`src/rtl/mux_scan_nch_pkg.sv`:
```
`default_nettype none
// ============================================================================
//  Module      : mux_scan_nch_pkg
//  Description : Shared constants and FSM state encoding for the N-channel
//                registered scanning multiplexer.
//  Revision    : 1.0 - initial release
// ============================================================================
package mux_scan_nch_pkg;

    // Values of the mode input
    localparam logic MODE_MANUAL = 1'b0;
    localparam logic MODE_SCAN   = 1'b1;

    // Top-level FSM
    typedef enum logic [0:0] {
        ST_IDLE = 1'b0,
        ST_SCAN = 1'b1
    } state_t;

endpackage : mux_scan_nch_pkg
`default_nettype wire

```
`src/rtl/mux_next_en.sv`:
```
`default_nettype none
// ============================================================================
//  Module      : mux_next_en
//  Description : Combinational circular priority finder. Returns the first
//                enabled channel strictly after cur, searching upward modulo
//                NCH. Passing cur = NCH-1 yields the lowest enabled channel.
//  Ports       : ch_en - per-channel enables
//                cur   - starting channel (excluded from the search first)
//                next  - next enabled channel (cur itself if it is the only one)
//                wrap  - next <= cur, i.e. the search went past NCH-1
//                none  - no channel enabled; next is 0
//  Revision    : 1.0 - initial release
// ============================================================================
module mux_next_en
    import mux_scan_nch_pkg::*;
#(
    parameter int NCH    = 8,
    parameter int SWIDTH = 3
) (
    input  logic [NCH-1:0]    ch_en,
    input  logic [SWIDTH-1:0] cur,
    output logic [SWIDTH-1:0] next,
    output logic              wrap,
    output logic              none
);

    logic [SWIDTH-1:0] w_idx;

    // Walk from the farthest candidate (cur+NCH == cur) back to the nearest
    // (cur+1); the last hit therefore wins, giving the closest enabled channel.
    always_comb begin
        next  = '0;
        w_idx = '0;
        for (int i = NCH; i >= 1; i--) begin
            w_idx = SWIDTH'((int'(cur) + i) % NCH);
            if (ch_en[w_idx]) begin
                next = w_idx;
            end
        end
    end

    assign wrap = (next <= cur);
    assign none = ~|ch_en;

endmodule : mux_next_en
`default_nettype wire

```
`src/rtl/mux_scan_nch.sv`:
```
`default_nettype none
// ============================================================================
//  Module      : mux_scan_nch
//  Description : Parametrised N-channel, W-bit registered multiplexer with a
//                manual-select mode and an auto-scan mode that steps through
//                enabled channels, holding each for dwell+1 cycles.
//  Ports       : clk     - rising-edge clock
//                reset   - synchronous active-high reset
//                i_data  - packed channel data, channel k at [k*WIDTH +: WIDTH]
//                ch_en   - per-channel enables (scan mode only)
//                mode    - 0 manual select, 1 auto-scan
//                sel     - manual channel select
//                dwell   - extra cycles spent on each channel when scanning
//                o       - registered selected data
//                o_ch    - index of the channel currently driving o
//                o_valid - o holds valid data from channel o_ch
//                o_wrap  - one-cycle pulse on the first output cycle after
//                          the scan wraps to a lower-or-equal channel
//  Revision    : 1.0 - initial release
// ============================================================================
module mux_scan_nch
    import mux_scan_nch_pkg::*;
#(
    parameter int WIDTH  = 4,
    parameter int NCH    = 8,
    parameter int SWIDTH = 3,
    parameter int DWIDTH = 8
) (
    input  logic                 clk,
    input  logic                 reset,
    input  logic [NCH*WIDTH-1:0] i_data,
    input  logic [NCH-1:0]       ch_en,
    input  logic                 mode,
    input  logic [SWIDTH-1:0]    sel,
    input  logic [DWIDTH-1:0]    dwell,
    output logic [WIDTH-1:0]     o,
    output logic [SWIDTH-1:0]    o_ch,
    output logic                 o_valid,
    output logic                 o_wrap
);

    localparam logic [SWIDTH-1:0] c_last_ch = SWIDTH'(NCH - 1);

    state_t              r_state;
    logic [SWIDTH-1:0]   r_cur;
    logic [DWIDTH-1:0]   r_cnt;
    logic                r_pend;     // advance just wrapped; flag it on the next output
    logic [WIDTH-1:0]    r_o;
    logic [SWIDTH-1:0]   r_ch;
    logic                r_valid;
    logic                r_wrap;

    logic [SWIDTH-1:0]   w_find_cur;
    logic [SWIDTH-1:0]   w_next;
    logic                w_wrap;
    logic                w_none;
    logic                w_sel_ok;
    logic [WIDTH-1:0]    w_man_o;
    logic [WIDTH-1:0]    w_scan_o;

    function automatic logic [WIDTH-1:0] pick(input logic [NCH*WIDTH-1:0] d,
                                              input logic [SWIDTH-1:0]    idx);
        pick = '0;
        for (int k = 0; k < NCH; k++) begin
            if (int'(idx) == k) begin
                pick = d[k*WIDTH +: WIDTH];
            end
        end
    endfunction

    // One finder serves both uses: in IDLE it looks for the lowest enabled
    // channel (search after NCH-1), in SCAN for the successor of r_cur.
    assign w_find_cur = (r_state == ST_SCAN) ? r_cur : c_last_ch;

    mux_next_en #(
        .NCH    (NCH),
        .SWIDTH (SWIDTH)
    ) u_next_en (
        .ch_en (ch_en),
        .cur   (w_find_cur),
        .next  (w_next),
        .wrap  (w_wrap),
        .none  (w_none)
    );

    // Out-of-range manual selects produce zero data and no valid.
    assign w_sel_ok = (int'(sel) < NCH);
    assign w_man_o  = w_sel_ok ? pick(i_data, sel) : '0;
    assign w_scan_o = pick(i_data, r_cur);

    always_ff @(posedge clk) begin
        if (reset) begin
            r_state <= ST_IDLE;
            r_cur   <= '0;
            r_cnt   <= '0;
            r_pend  <= 1'b0;
            r_o     <= '0;
            r_ch    <= '0;
            r_valid <= 1'b0;
            r_wrap  <= 1'b0;
        end else begin
            case (r_state)
                ST_IDLE: begin
                    r_wrap <= 1'b0;
                    r_pend <= 1'b0;
                    if (mode == MODE_MANUAL) begin
                        r_o     <= w_man_o;
                        r_ch    <= sel;
                        r_valid <= w_sel_ok;
                    end else begin
                        r_o     <= '0;
                        r_ch    <= '0;
                        r_valid <= 1'b0;
                        if (!w_none) begin
                            r_state <= ST_SCAN;
                            r_cur   <= w_next;
                            r_cnt   <= '0;
                        end
                    end
                end

                ST_SCAN: begin
                    if (mode == MODE_MANUAL) begin
                        // Leaving scan still performs this edge's manual update.
                        r_state <= ST_IDLE;
                        r_o     <= w_man_o;
                        r_ch    <= sel;
                        r_valid <= w_sel_ok;
                        r_wrap  <= 1'b0;
                        r_pend  <= 1'b0;
                    end else if (w_none) begin
                        r_state <= ST_IDLE;
                        r_o     <= '0;
                        r_ch    <= r_cur;
                        r_valid <= 1'b0;
                        r_wrap  <= 1'b0;
                        r_pend  <= 1'b0;
                    end else begin
                        r_o     <= w_scan_o;
                        r_ch    <= r_cur;
                        r_valid <= ch_en[r_cur];
                        r_wrap  <= r_pend;
                        // dwell is compared live; a counter already past a
                        // shrunken dwell runs round through 2^DWIDTH.
                        if (r_cnt == dwell) begin
                            r_cnt  <= '0;
                            r_cur  <= w_next;
                            r_pend <= w_wrap;
                        end else begin
                            r_cnt  <= r_cnt + DWIDTH'(1);
                            r_pend <= 1'b0;
                        end
                    end
                end

                default: begin
                    r_state <= ST_IDLE;
                end
            endcase
        end
    end

    assign o       = r_o;
    assign o_ch    = r_ch;
    assign o_valid = r_valid;
    assign o_wrap  = r_wrap;

endmodule : mux_scan_nch
`default_nettype wire

```
`config.mk`:
```
export PLATFORM = sky130hd
export DESIGN_NAME = mux_scan_nch
export DESIGN_NICKNAME = d
export VERILOG_FILES = /design/src/rtl/mux_scan_nch_pkg.sv /design/src/rtl/mux_next_en.sv /design/src/rtl/mux_scan_nch.sv
export SDC_FILE = /design/constraint.sdc
export NUM_CORES = 1
export LEC_CHECK = 0
export CAP_MARGIN = 25
export CORE_MARGIN = 5
export CORE_UTILIZATION = 28
export CTS_CLUSTER_DIAMETER = 200
export DETAILED_ROUTE_END_ITERATION = 10
export MAX_ROUTING_LAYER = met4
export PLACE_DENSITY = 0.55
export SLEW_MARGIN = 20
export SYNTH_ARGS = -nofsm -noshare
export SYNTH_HDL_FRONTEND = slang
export SYNTH_SLANG_ARGS = --single-unit
```
`constraint.sdc`:
```
create_clock -name clk -period 2.7 [get_ports clk]
set_input_delay 0.27 -clock clk [delete_from_list [all_inputs] [get_ports clk]]
set_output_delay 0.27 -clock clk [all_outputs]
set_load 0.01 [all_outputs]
```
==> results of run 1 <==
## registers in the layout, indices dropped and copies added, names as in the netlist
name and cells:
o_ch 3, r_pend 1, o_valid 1, r_cur 3, o 4, r_cnt 8, r_state 1, o_wrap 1
## critical path, stage by stage (launching register included)
cell and delay [ns]:
sky130_fd_sc_hd__dfxtp_2 0.35, sky130_fd_sc_hd__buf_12 0.14, sky130_fd_sc_hd__buf_4 0.17, sky130_fd_sc_hd__mux2i_2 0.17, sky130_fd_sc_hd__mux4_2 0.49, sky130_fd_sc_hd__or3_4 0.36
sky130_fd_sc_hd__o31ai_4 0.21, sky130_fd_sc_hd__o21ai_2 0.09, sky130_fd_sc_hd__a21boi_1 0.12, sky130_fd_sc_hd__ha_1 0.26, sky130_fd_sc_hd__a21o_1 0.16, sky130_fd_sc_hd__a21oi_1 0.14
sky130_fd_sc_hd__a31oi_1 0.05, sky130_fd_sc_hd__nor3_1 0.12
## layer usage
| metal | GRT usage | up-vias |
|---|---|---|
| met5 | - | - |
| met4 | 0.0268 | 0 |
| met3 | 0.0168 | 7 |
| met2 | 0.284 | 67 |
| met1 | 0.201 | 1317 |
| li1 | - | 1367 |
## cell usage in the layout (no fill, tap or decap), drive strengths merged, types with 6 or more instances in the layout
cell	synthesis	routed
mux2i	18	18
nand3	11	11
mux4	17	17
dfxtp	22	22
nor2	27	27
o21ai	14	14
nor2b	6	6
xor2	15	15
buf	9	77
a21oi	18	18
inv	14	14
mux2	6	6
a21o	7	7
nand2	28	28
clkdlybuf4s50	0	62
## timing repair
item | 4_1_cts | 5_1_grt
pin swaps | 1 | 1
buffers inserted | 3 | 0
endpoints found under the setup margin | 1 | 1
resized for setup | 4 | 9
## where the power goes
part           switching (mW)  internal (mW)  total, mW
Combinational           0.406          0.518      0.924
Sequential             0.0115          0.341      0.353
Clock                   0.108          0.198      0.306
Total                   0.525           1.06       1.58
## cell type report
class	instances	area, um2
Sequential cell	22	442
Inverter	14	57.6
Clock inverter	1	30.0
Tap cell	108	135
Clock buffer	3	41.3
Multi-Input combinational cell	243	1980
Fill cell	848	4800
Timing Repair Buffer	139	1240
## final timing paths
check / startpoint / endpoint / slack [ns] / depth (start not counted)
worst min register to register: r_pend$_SDFF_PP0_ / o_wrap$_SDFF_PP0_ / 0.48 / 1
worst max register to register: r_cur[0]$_SDFFE_PP0P_ / r_pend$_SDFF_PP0_ / -0.21 / 13
worst min-delay path: r_pend$_SDFF_PP0_ / o_wrap$_SDFF_PP0_ / 0.48 / 1
worst max-delay path: r_cur[0]$_SDFFE_PP0P_ / r_pend$_SDFF_PP0_ / -0.21 / 13
## through the flow
stage / setup slack (ns) / utilization
detailed placement: -0.456 / 0.432
finish: -0.212 / 0.450
CTS: -0.232 / 0.446
floorplan: -0.0747 / -
global placement: -0.380 / 0.432
global route: -0.391 / 0.450
## kinds of logic (layout without fill, tap and decap cells)
| kind of cell | Yosys count | in the layout | share of synthesized area |
|---|---|---|---|
| AOI/OAI and AO/OA | 79 | 79 | 0.221 |
| xor gates and xnor gates | 18 | 18 | 0.0661 |
| adders and majority gates | 5 | 5 | 0.0250 |
| buffers and inverters | 33 | 157 | 0.0611 |
| DFF | 22 | 22 | 0.176 |
| muxes | 41 | 41 | 0.252 |
| and+or+nand+nor | 100 | 100 | 0.198 |
==> impl_summary.log, run 1 <==
[metrics] mean post-synth cell area: 8.39 um2
[metrics] final number of setup-violating endpoints: 1
[metrics] Hold Slack: 0.476 ns
[metrics] Most used DFF post-synth: sky130_fd_sc_hd__dfxtp_1
[metrics] setup total negative slack: -0.212 ns
[metrics] Hold Violations, Final: 0
[metrics] CORE AREA: 0.00872 mm2
[metrics] measured slew at the worst slew-check pin: 0.406 ns
[metrics] peak ir drop on the vdd network: 0.212 mV
[metrics] count of unresolved DRC violations after routing: 0
[metrics] antenna violation net count after detailed routing: 0
[metrics] violation count after the first detailed-route iteration: 117
[metrics] last weighted congestion value of the routability-driven placer: 0.864
[metrics] num ports: 63
[metrics] Buffers on Ports: 62
[metrics] kind of launch point of the worst setup path: flop
[metrics] top cell types by occurrence after synthesis: sky130_fd_sc_hd__nand2_1 (27), sky130_fd_sc_hd__nor2_1 (27), sky130_fd_sc_hd__dfxtp_1 (22), sky130_fd_sc_hd__a21oi_1 (18), sky130_fd_sc_hd__mux2i_1 (18)
[metrics] total met2 wirelength after detailed routing: 4440 um
[metrics] portion of the post-synthesis area used by sequential elements: 0.176
[metrics] post-placement cell area: 0.00377 mm2
[metrics] number of instances in the synthesized netlist: 298
[metrics] Top Metal Used: met4
[metrics] Min Clock Period, post-route: 2.91 ns
[metrics] final routed wirelength across all metal layers: 8580 um
[metrics] GR Overflow Total: 0
[metrics] run status: finished, violations left
[metrics] Post-synth ARST share: 0
[metrics] cell types with the largest area share after synthesis: sky130_fd_sc_hd__dfxtp_1 (18%), sky130_fd_sc_hd__mux4_2 (15%), sky130_fd_sc_hd__mux2i_1 (7.2%)
[metrics] syn_nets: 357
[metrics] clock sink total: 22
[metrics] Rel. slew slack: 0.728
[metrics] Net count, final: 482
[metrics] total standard cell area after synthesis: 0.00250 mm2
[metrics] antenna violations before repair: 0
[metrics] area of the die: 0.0109 mm2
[metrics] final setup margin: -0.212 ns
[metrics] Hold WC Path Type: reg2reg
[metrics] post-route cell area: 0.00392 mm2
[metrics] fraction of final layout cells sized beyond drive strength 1: 0.303
[metrics] placed wire-length estimate after detailed placement: 7110 um
[metrics] pins over their slew limit: 0
[metrics] clock slew seen by the registers of the worst setup and hold paths: 0.08 ns
[metrics] FF+latch count, synth: 22
[metrics] Max FO, Critical Path: 9
[metrics] Starting Density: 0.287
[metrics] first-pass GRT wire length: 14,200 um
[metrics] cts hold-fix bufs: 0
[metrics] pin count of the biggest net entering global routing: 16
[metrics] Arrival @ worst endpoint: 3.10 ns
[metrics] standard-cell row count: 34
[metrics] TritonRoute pass-1 iters: 4
[metrics] unrepaired setup endpoints after global routing: true
[metrics] number of placed instances, taps included: 523
[metrics] sum of routed wire segments on met1: 3810 um
[metrics] maximum buffer depth of the clock tree: 2
[metrics] Synth-to-Final Area Change: 56.9%
[metrics] floorplan die width: 104 um
[metrics] number of buffers created by CTS: 3
[metrics] overall power consumption: 1.58 mW
[metrics] vias after detailed routing: 2,758
[metrics] clk root buf: sky130_fd_sc_hd__clkbuf_8
[metrics] y dimension of the die: 104 um
[metrics] Fin Clk Skew: 0.00562 ns
[metrics] mean routed wirelength per cell: 16.2 um
[metrics] vias in the first global route: 2,888
[metrics] endpoint kind of the worst setup timing path: flop
[metrics] failing checks: negative setup slack
[metrics] clock latency on the worst-skew pair: 0.27 ns
[metrics] largest area contributor in the netlist: sky130_fd_sc_hd__dfxtp_1
[metrics] category of the most critical setup path: reg2reg
[metrics] total routing usage reported by global routing: 0.161
[metrics] TritonCTS clock tree: done
[metrics] number of max-cap violations: 0
[metrics] timing-limited maximum frequency: 343 MHz
[metrics] post-route clock period utilization: 1.08
[metrics] Antenna Diode Count: 0
[metrics] met3 routed wirelength: 262 um
[metrics] standby leakage power: 1.64 nW
[metrics] fin cells: 530
[metrics] power density normalized to cell area: 404 mW/mm2
[metrics] share of Yosys cell area claimed by the top area cell type: 0.176
[metrics] ratio of routed vias to standard cells: 5.20
[metrics] Clock H-tree levels: 1
[metrics] Data required, critical path: 2.89 ns
[metrics] Warnings, synthesis: 0
[metrics] number of enable-type register cells in the synthesized netlist: 0
[metrics] number of unique standard cell types used by synthesis: 60
(Power assumes the default switching activity.)
==> run 2: changes to the inputs <==
Settings changed: GPL_TIMING_DRIVEN from default to 0, PLACE_DENSITY 0.55 to 0.54, SETUP_SLACK_MARGIN from default to 0.05.
Clock period 2.7 ns to 3.55 ns, I/O delays scaled along.
==> impl_summary.log, run 2 (synthesized netlist as in run 1, its figures left out) <==
[metrics] antenna violation net count after detailed routing: 0 (unchanged)
[metrics] Min Clock Period, post-route: 3.30 ns (was 2.91 ns)
[metrics] clock latency on the worst-skew pair: 0.26 ns (was 0.27 ns)
[metrics] y dimension of the die: 104 um (unchanged)
[metrics] power density normalized to cell area: 294 mW/mm2 (was 404 mW/mm2)
[metrics] GR Overflow Total: 0 (unchanged)
[metrics] number of max-cap violations: 0 (unchanged)
[metrics] unrepaired setup endpoints after global routing: false (was true)
[metrics] peak ir drop on the vdd network: 0.149 mV (was 0.212 mV)
[metrics] kind of launch point of the worst setup path: flop (unchanged)
[metrics] total routing usage reported by global routing: 0.146 (was 0.161)
[metrics] timing-limited maximum frequency: 303 MHz (was 343 MHz)
[metrics] number of buffers created by CTS: 3 (unchanged)
[metrics] origin of the worst setup path: r_state$_SDFF_PP0_ (was r_cur[0]$_SDFFE_PP0P_)
[metrics] Max FO, Critical Path: 10 (was 9)
[metrics] Clock H-tree levels: 1 (unchanged)
[metrics] TritonCTS clock tree: done (unchanged)
[metrics] floorplan die width: 104 um (unchanged)
[metrics] CORE AREA: 0.00872 mm2 (unchanged)
[metrics] placed wire-length estimate after detailed placement: 6180 um (was 7110 um)
[metrics] measured slew at the worst slew-check pin: 0.682 ns (was 0.406 ns)
[metrics] vias after detailed routing: 2,596 (was 2,758)
[metrics] count of unresolved DRC violations after routing: 0 (unchanged)
[metrics] clk root buf: sky130_fd_sc_hd__clkbuf_8 (unchanged)
[metrics] pins over their slew limit: 0 (unchanged)
[metrics] category of the most critical setup path: reg2reg (unchanged)
[metrics] Slowest Stage Delay on Critical Path: 0.44 ns (was 0.49 ns)
[metrics] final routed wirelength across all metal layers: 7850 um (was 8580 um)
[metrics] Worst Hold Launch: r_pend$_SDFF_PP0_ (unchanged)
[metrics] launch point of the worst reg-to-reg path: r_state$_SDFF_PP0_ (was r_cur[0]$_SDFFE_PP0P_)
[metrics] first-pass GRT wire length: 13,000 um (was 14,200 um)
[metrics] ratio of routed vias to standard cells: 5.50 (was 5.20)
[metrics] cell-by-cell trace of the critical path: buf_6, nor2b_4, buf_6, inv_2, ha_2, inv_1, o211ai_1, a21boi_2, o21ai_0, a21o_1, a222oi_1, nor2_1, ha_1, a21oi_1, a31oi_1, nor3_1 (was buf_12, buf_4, mux2i_2, mux4_2, or3_4, o31ai_4, o21ai_2, a21boi_1, ha_1, a21o_1, a21oi_1, a31oi_1, nor3_1)
[metrics] setup total negative slack: 0 ns (was -0.212 ns)
[metrics] Net count, final: 425 (was 482)
[metrics] final cell utilization of the core: 0.381 (was 0.450)
[metrics] fraction of final layout cells sized beyond drive strength 1: 0.148 (was 0.303)
[metrics] final number of setup-violating endpoints: 0 (was 1)
[metrics] standard-cell row count: 34 (unchanged)
[metrics] antenna violations before repair: 0 (unchanged)
[metrics] violation count after the first detailed-route iteration: 174 (was 117)
[metrics] Arrival @ worst endpoint: 3.45 ns (was 3.10 ns)
[metrics] maximum buffer depth of the clock tree: 2 (unchanged)
[metrics] highest-count cells in the layout ignoring fill and taps: sky130_fd_sc_hd__clkdlybuf4s50_1 (59), sky130_fd_sc_hd__nand2_1 (27), sky130_fd_sc_hd__nor2_1 (27), sky130_fd_sc_hd__dfxtp_1 (22), sky130_fd_sc_hd__a21oi_1 (18) (was sky130_fd_sc_hd__buf_4 (74), sky130_fd_sc_hd__clkdlybuf4s50_1 (62), sky130_fd_sc_hd__nand2_1 (27), sky130_fd_sc_hd__nor2_1 (27), sky130_fd_sc_hd__dfxtp_1 (21))
[metrics] last weighted congestion value of the routability-driven placer: 0.912 (was 0.864)
[metrics] Hold WC Path Type: reg2reg (unchanged)
[metrics] Rel. slew slack: 0.545 (was 0.728)
[metrics] number of flip-flops in the largest register: 8 (unchanged)
[metrics] register name with the most flops: r_cnt (unchanged)
[metrics] endpoint kind of the worst setup timing path: flop (unchanged)
[metrics] TritonRoute pass-1 iters: 4 (unchanged)
[metrics] Antenna Diode Count: 0 (unchanged)
[metrics] area of the die: 0.0109 mm2 (unchanged)
[metrics] Fin Clk Skew: 0.00578 ns (was 0.00562 ns)
[metrics] most numerous cell on the critical path: sky130_fd_sc_hd__buf_6
[metrics] standby leakage power: 1.29 nW (was 1.64 nW)
[metrics] Data required, critical path: 3.70 ns (was 2.89 ns)
[metrics] clock slew seen by the registers of the worst setup and hold paths: 0.07 ns (was 0.08 ns)
[metrics] Hold Violations, Final: 0 (unchanged)
[metrics] mean routed wirelength per cell: 16.6 um (was 16.2 um)
[metrics] pin count of the biggest net entering global routing: 12 (was 16)
[metrics] Buffers on Ports: 59 (was 62)
[metrics] Synth-to-Final Area Change: 32.9% (was 56.9%)
[metrics] cell with the largest stage delay on the worst path: sky130_fd_sc_hd__a222oi_1 (was sky130_fd_sc_hd__mux4_2)
[metrics] vias in the first global route: 2,679 (was 2,888)
[metrics] post-route clock period utilization: 0.929 (was 1.08)
[metrics] num ports: 63 (unchanged)
[metrics] cts hold-fix bufs: 0 (unchanged)
[metrics] most common library cell in the layout ignoring fill and taps: sky130_fd_sc_hd__clkdlybuf4s50_1 (was sky130_fd_sc_hd__buf_4)
[metrics] Starting Density: 0.287 (unchanged)
[metrics] clock sink total: 22 (unchanged)
[metrics] run status: completed (was finished, violations left)
## run 2: cell count changes in the layout (fill, tap and decap cells not counted), sizes merged
| cell | previous run | this run |
|---|---|---|
| buf | 77 | 13 |
| clkbuf | 3 | 13 |
| clkdlybuf4s50 | 62 | 59 |
| bufinv | 1 | 0 |
## run 2: repair_timing
| action | CTS | global route |
|---|---|---|
| buffers inserted | 0 | 4 |
| cloned | 0 | 0 |
| pin swaps | 0 | 2 |
| setup endpoints to repair | 1 | 1 |
| gates resized for setup | 2 | 4 |
## run 2: layer usage
metal	GRT usage	wire length, um	vias up
met5	-	0	-
met3	0.0143	350	9
met4	0.0352	80	0
li1	-	-	1253
met2	0.246	3840	89
met1	0.187	3580	1245
## run 2: worst max-delay path: cells and delay by family (launching register included)
family / cells / cell delay, ns
fa+ha+maj: 2 / 0.72
simple gates: 3 / 0.29
buf+inv: 4 / 0.54
flops: 1 / 0.32
compound gates: 7 / 1.32
## run 2: through the flow
stage                     std cells  worst slack, ns  cell area, um2  power [mW]  hold slack, ns
after floorplan                 298            0.548            2500       0.627           0.437
after global placement          465          0.00903            3230       0.798           0.448
after detailed placement        465           0.0114            3230       0.798           0.445
after CTS                       468           0.0873            3280       0.957           0.463
after global routing            472           0.0402            3320        1.04           0.472
final                           472            0.252            3320       0.975           0.462
## run 2: cell type report
type,count,area [um2]
sequential,22,440
multi-input combinational,243,1930
fill,862,5400
tap,108,135
inverter,14,52.6
clock buffer,3,41.3
timing repair buffer,63,621
buffer,19,100
## run 2: final timing paths
| path | endpoint | cells past startpoint | slack, ns |
|---|---|---|---|
| max | r_pend$_SDFF_PP0_ | 16 | 0.25 |
| min | o_wrap$_SDFF_PP0_ | 1 | 0.46 |
| max reg2reg | r_pend$_SDFF_PP0_ | 16 | 0.25 |
| min reg2reg | o_wrap$_SDFF_PP0_ | 1 | 0.46 |
## run 2: power by group
group          switching, mW  total [mW]  internal [mW]
Sequential           0.00644       0.266          0.259
Combinational          0.279       0.558          0.279
Clock                 0.0757       0.151         0.0757
==> run 3: changes to the inputs <==
Settings changed: MAX_ROUTING_LAYER met4 to default.
==> impl_summary.log, run 3 (synthesized netlist as in run 1, its figures left out) <==
[metrics] timing-limited maximum frequency: 304 MHz (was 303 MHz)
[metrics] kind of launch point of the worst setup path: flop (unchanged)
[metrics] Slowest Stage Delay on Critical Path: 0.44 ns (about the same)
[metrics] hold-critical path depth: 1 (unchanged)
[metrics] TritonRoute pass-1 iters: 5 (was 4)
[metrics] measured slew at the worst slew-check pin: 0.686 ns (was 0.682 ns)
[metrics] Worst Hold Launch: r_pend$_SDFF_PP0_ (unchanged)
[metrics] unrepaired setup endpoints after global routing: false (unchanged)
[metrics] run status: completed (unchanged)
[metrics] origin of the worst setup path: r_state$_SDFF_PP0_ (unchanged)
[metrics] standard-cell row count: 34 (unchanged)
[metrics] crit path buf inv count: 4 (unchanged)
[metrics] Net count, final: 425 (unchanged)
[metrics] final routed wirelength across all metal layers: 7830 um (was 7850 um)
[metrics] final number of setup-violating endpoints: 0 (unchanged)
[metrics] category of the most critical setup path: reg2reg (unchanged)
[metrics] placed wire-length estimate after detailed placement: 6180 um (unchanged)
[metrics] reg-to-reg slack, setup: 0.26 ns (was 0.25 ns)
[metrics] Starting Density: 0.287 (unchanged)
[metrics] area of the die: 0.0109 mm2 (unchanged)
[metrics] post-route clock period utilization: 0.928 (was 0.929)
[metrics] Hold WC Path Type: reg2reg (unchanged)
[metrics] TritonCTS clock tree: done (unchanged)
[metrics] number of buffers created by CTS: 3 (unchanged)
[metrics] pins over their slew limit: 0 (unchanged)
[metrics] clock slew seen by the registers of the worst setup and hold paths: 0.07 ns (about the same)
[metrics] endpoint kind of the worst setup timing path: flop (unchanged)
[metrics] first-pass GRT wire length: 13,000 um (unchanged)
[metrics] power density normalized to cell area: 294 mW/mm2 (about the same)
[metrics] num ports: 63 (unchanged)
[metrics] pin count of the biggest net entering global routing: 12 (unchanged)
[metrics] number of max-cap violations: 0 (unchanged)
[metrics] kind of cell with the highest combined delay on the critical path: compound AO/OA/AOI/OAI gates (unchanged)
[metrics] Min Clock Period, post-route: 3.29 ns (was 3.30 ns)
[metrics] Rel. slew slack: 0.542 (was 0.545)
[metrics] total routing usage reported by global routing: 0.141 (was 0.146)
[metrics] cell-by-cell trace of the critical path: buf_6, nor2b_4, buf_6, inv_2, ha_2, inv_1, o211ai_1, a21boi_2, o21ai_0, a21o_1, a222oi_1, nor2_1, ha_1, a21oi_1, a31oi_1, nor3_1 (unchanged)
[metrics] launch point of the worst reg-to-reg path: r_state$_SDFF_PP0_ (unchanged)
[metrics] highest-count cells in the layout ignoring fill and taps: sky130_fd_sc_hd__clkdlybuf4s50_1 (59), sky130_fd_sc_hd__nand2_1 (27), sky130_fd_sc_hd__nor2_1 (27), sky130_fd_sc_hd__dfxtp_1 (22), sky130_fd_sc_hd__a21oi_1 (18) (unchanged)
[metrics] Hold Violations, Final: 0 (unchanged)
[metrics] antenna violations before repair: 0 (unchanged)
[metrics] violation count after the first detailed-route iteration: 155 (was 174)
[metrics] fill cell count: 862 (unchanged)
[metrics] GR Overflow Total: 0 (unchanged)
[metrics] fraction of final layout cells sized beyond drive strength 1: 0.148 (unchanged)
[metrics] Hold Slack: 0.462 ns (about the same)
[metrics] Synth-to-Final Area Change: 32.9% (unchanged)
[metrics] CORE AREA: 0.00872 mm2 (unchanged)
[metrics] antenna violation net count after detailed routing: 0 (unchanged)
[metrics] cell with the largest stage delay on the worst path: sky130_fd_sc_hd__a222oi_1 (unchanged)
[metrics] clock latency on the worst-skew pair: 0.26 ns (about the same)
[metrics] register name with the most flops: r_cnt (unchanged)
[metrics] capturing point of the worst reg2reg path: r_pend$_SDFF_PP0_ (unchanged)
[metrics] Data required, critical path: 3.70 ns (about the same)
[metrics] Max FO, Critical Path: 10 (unchanged)
[metrics] mean routed wirelength per cell: 16.6 um (about the same)
[metrics] vias in the first global route: 2,682 (was 2,679)
[metrics] Buffers on Ports: 59 (unchanged)
[metrics] cts hold-fix bufs: 0 (unchanged)
[metrics] last weighted congestion value of the routability-driven placer: 0.897 (was 0.912)
[metrics] y dimension of the die: 104 um (unchanged)
[metrics] Worst R2R Path Depth: 16 (unchanged)
[metrics] standby leakage power: 1.29 nW (unchanged)
[metrics] fin cells: 472 (unchanged)
[metrics] maximum buffer depth of the clock tree: 2 (unchanged)
[metrics] clk root buf: sky130_fd_sc_hd__clkbuf_8 (unchanged)
[metrics] number of placed instances, taps included: 465 (unchanged)
[metrics] Clock H-tree levels: 1 (unchanged)
[metrics] end of the worst hold path: o_wrap$_SDFF_PP0_ (unchanged)
[metrics] Fin Clk Skew: 0.00387 ns (was 0.00578 ns)
[metrics] Arrival @ worst endpoint: 3.44 ns (was 3.45 ns)
[metrics] floorplan die width: 104 um (unchanged)
[metrics] setup total negative slack: 0 ns (unchanged)
[metrics] Antenna Diode Count: 0 (unchanged)
[metrics] most common library cell in the layout ignoring fill and taps: sky130_fd_sc_hd__clkdlybuf4s50_1 (unchanged)
[metrics] peak ir drop on the vdd network: 0.149 mV (about the same)
[metrics] vias after detailed routing: 2,594 (was 2,596)
[metrics] ratio of routed vias to standard cells: 5.50 (about the same)
[metrics] count of unresolved DRC violations after routing: 0 (unchanged)
[metrics] clock sink total: 22 (unchanged)
[metrics] most numerous cell on the critical path: sky130_fd_sc_hd__buf_6 (unchanged)
[metrics] number of flip-flops in the largest register: 8 (unchanged)
[run 3: worst max-delay path by stage]
stage / slack [ns] / end / cells after the start
floorplan: 0.55 / r_pend$_SDFF_PP0_ / 16
global placement: 0.009 / r_pend$_SDFF_PP0_ / 16
detailed placement: 0.01 / r_pend$_SDFF_PP0_ / 16
CTS: 0.09 / r_pend$_SDFF_PP0_ / 16
global route: 0.04 / r_pend$_SDFF_PP0_ / 16
finish: 0.26 / r_pend$_SDFF_PP0_ / 16
[run 3: area by class of cell]
type / instances / area [um2] / share of cell area
inverter: 14 / 52.6 / 0.0158
clock buffer: 3 / 41.3 / 0.0124
buffer: 19 / 100 / 0.0301
multi-input combinational: 243 / 1930 / 0.582
sequential: 22 / 440 / 0.133
tap: 108 / 135 / 0.0407
timing repair buffer: 63 / 621 / 0.187
[run 3: power by group]
part	switching, mW	internal (mW)
clock	0.0750	0.0756
sequential	0.00639	0.259
combinational	0.280	0.279
[run 3: metrics by stage]
stage | util | power, mW | instance area, um2 | setup slack (ns)
detailed placement | 0.370 | 0.798 | 3230 | 0.0114
CTS | 0.376 | 0.957 | 3280 | 0.0873
global placement | 0.370 | 0.798 | 3230 | 0.00903
floorplan | - | 0.627 | 2500 | 0.548
global route | 0.381 | 1.04 | 3320 | 0.0405
finish | 0.381 | 0.975 | 3320 | 0.257
[run 3: layer usage]
layer  up-vias  share of wire  global-route usage
met5         -              0                   0
met4         0          0.013              0.0352
met3        11          0.044              0.0192
met2        89           0.49               0.248
met1      1243           0.45               0.182
li1       1251              -                   -
[run 3: repair_timing]
item,4_1_cts,5_1_grt
pin swaps,0,2
setup buffers,0,4
endpoints found under the setup margin,1,1
gates resized for setup,2,4
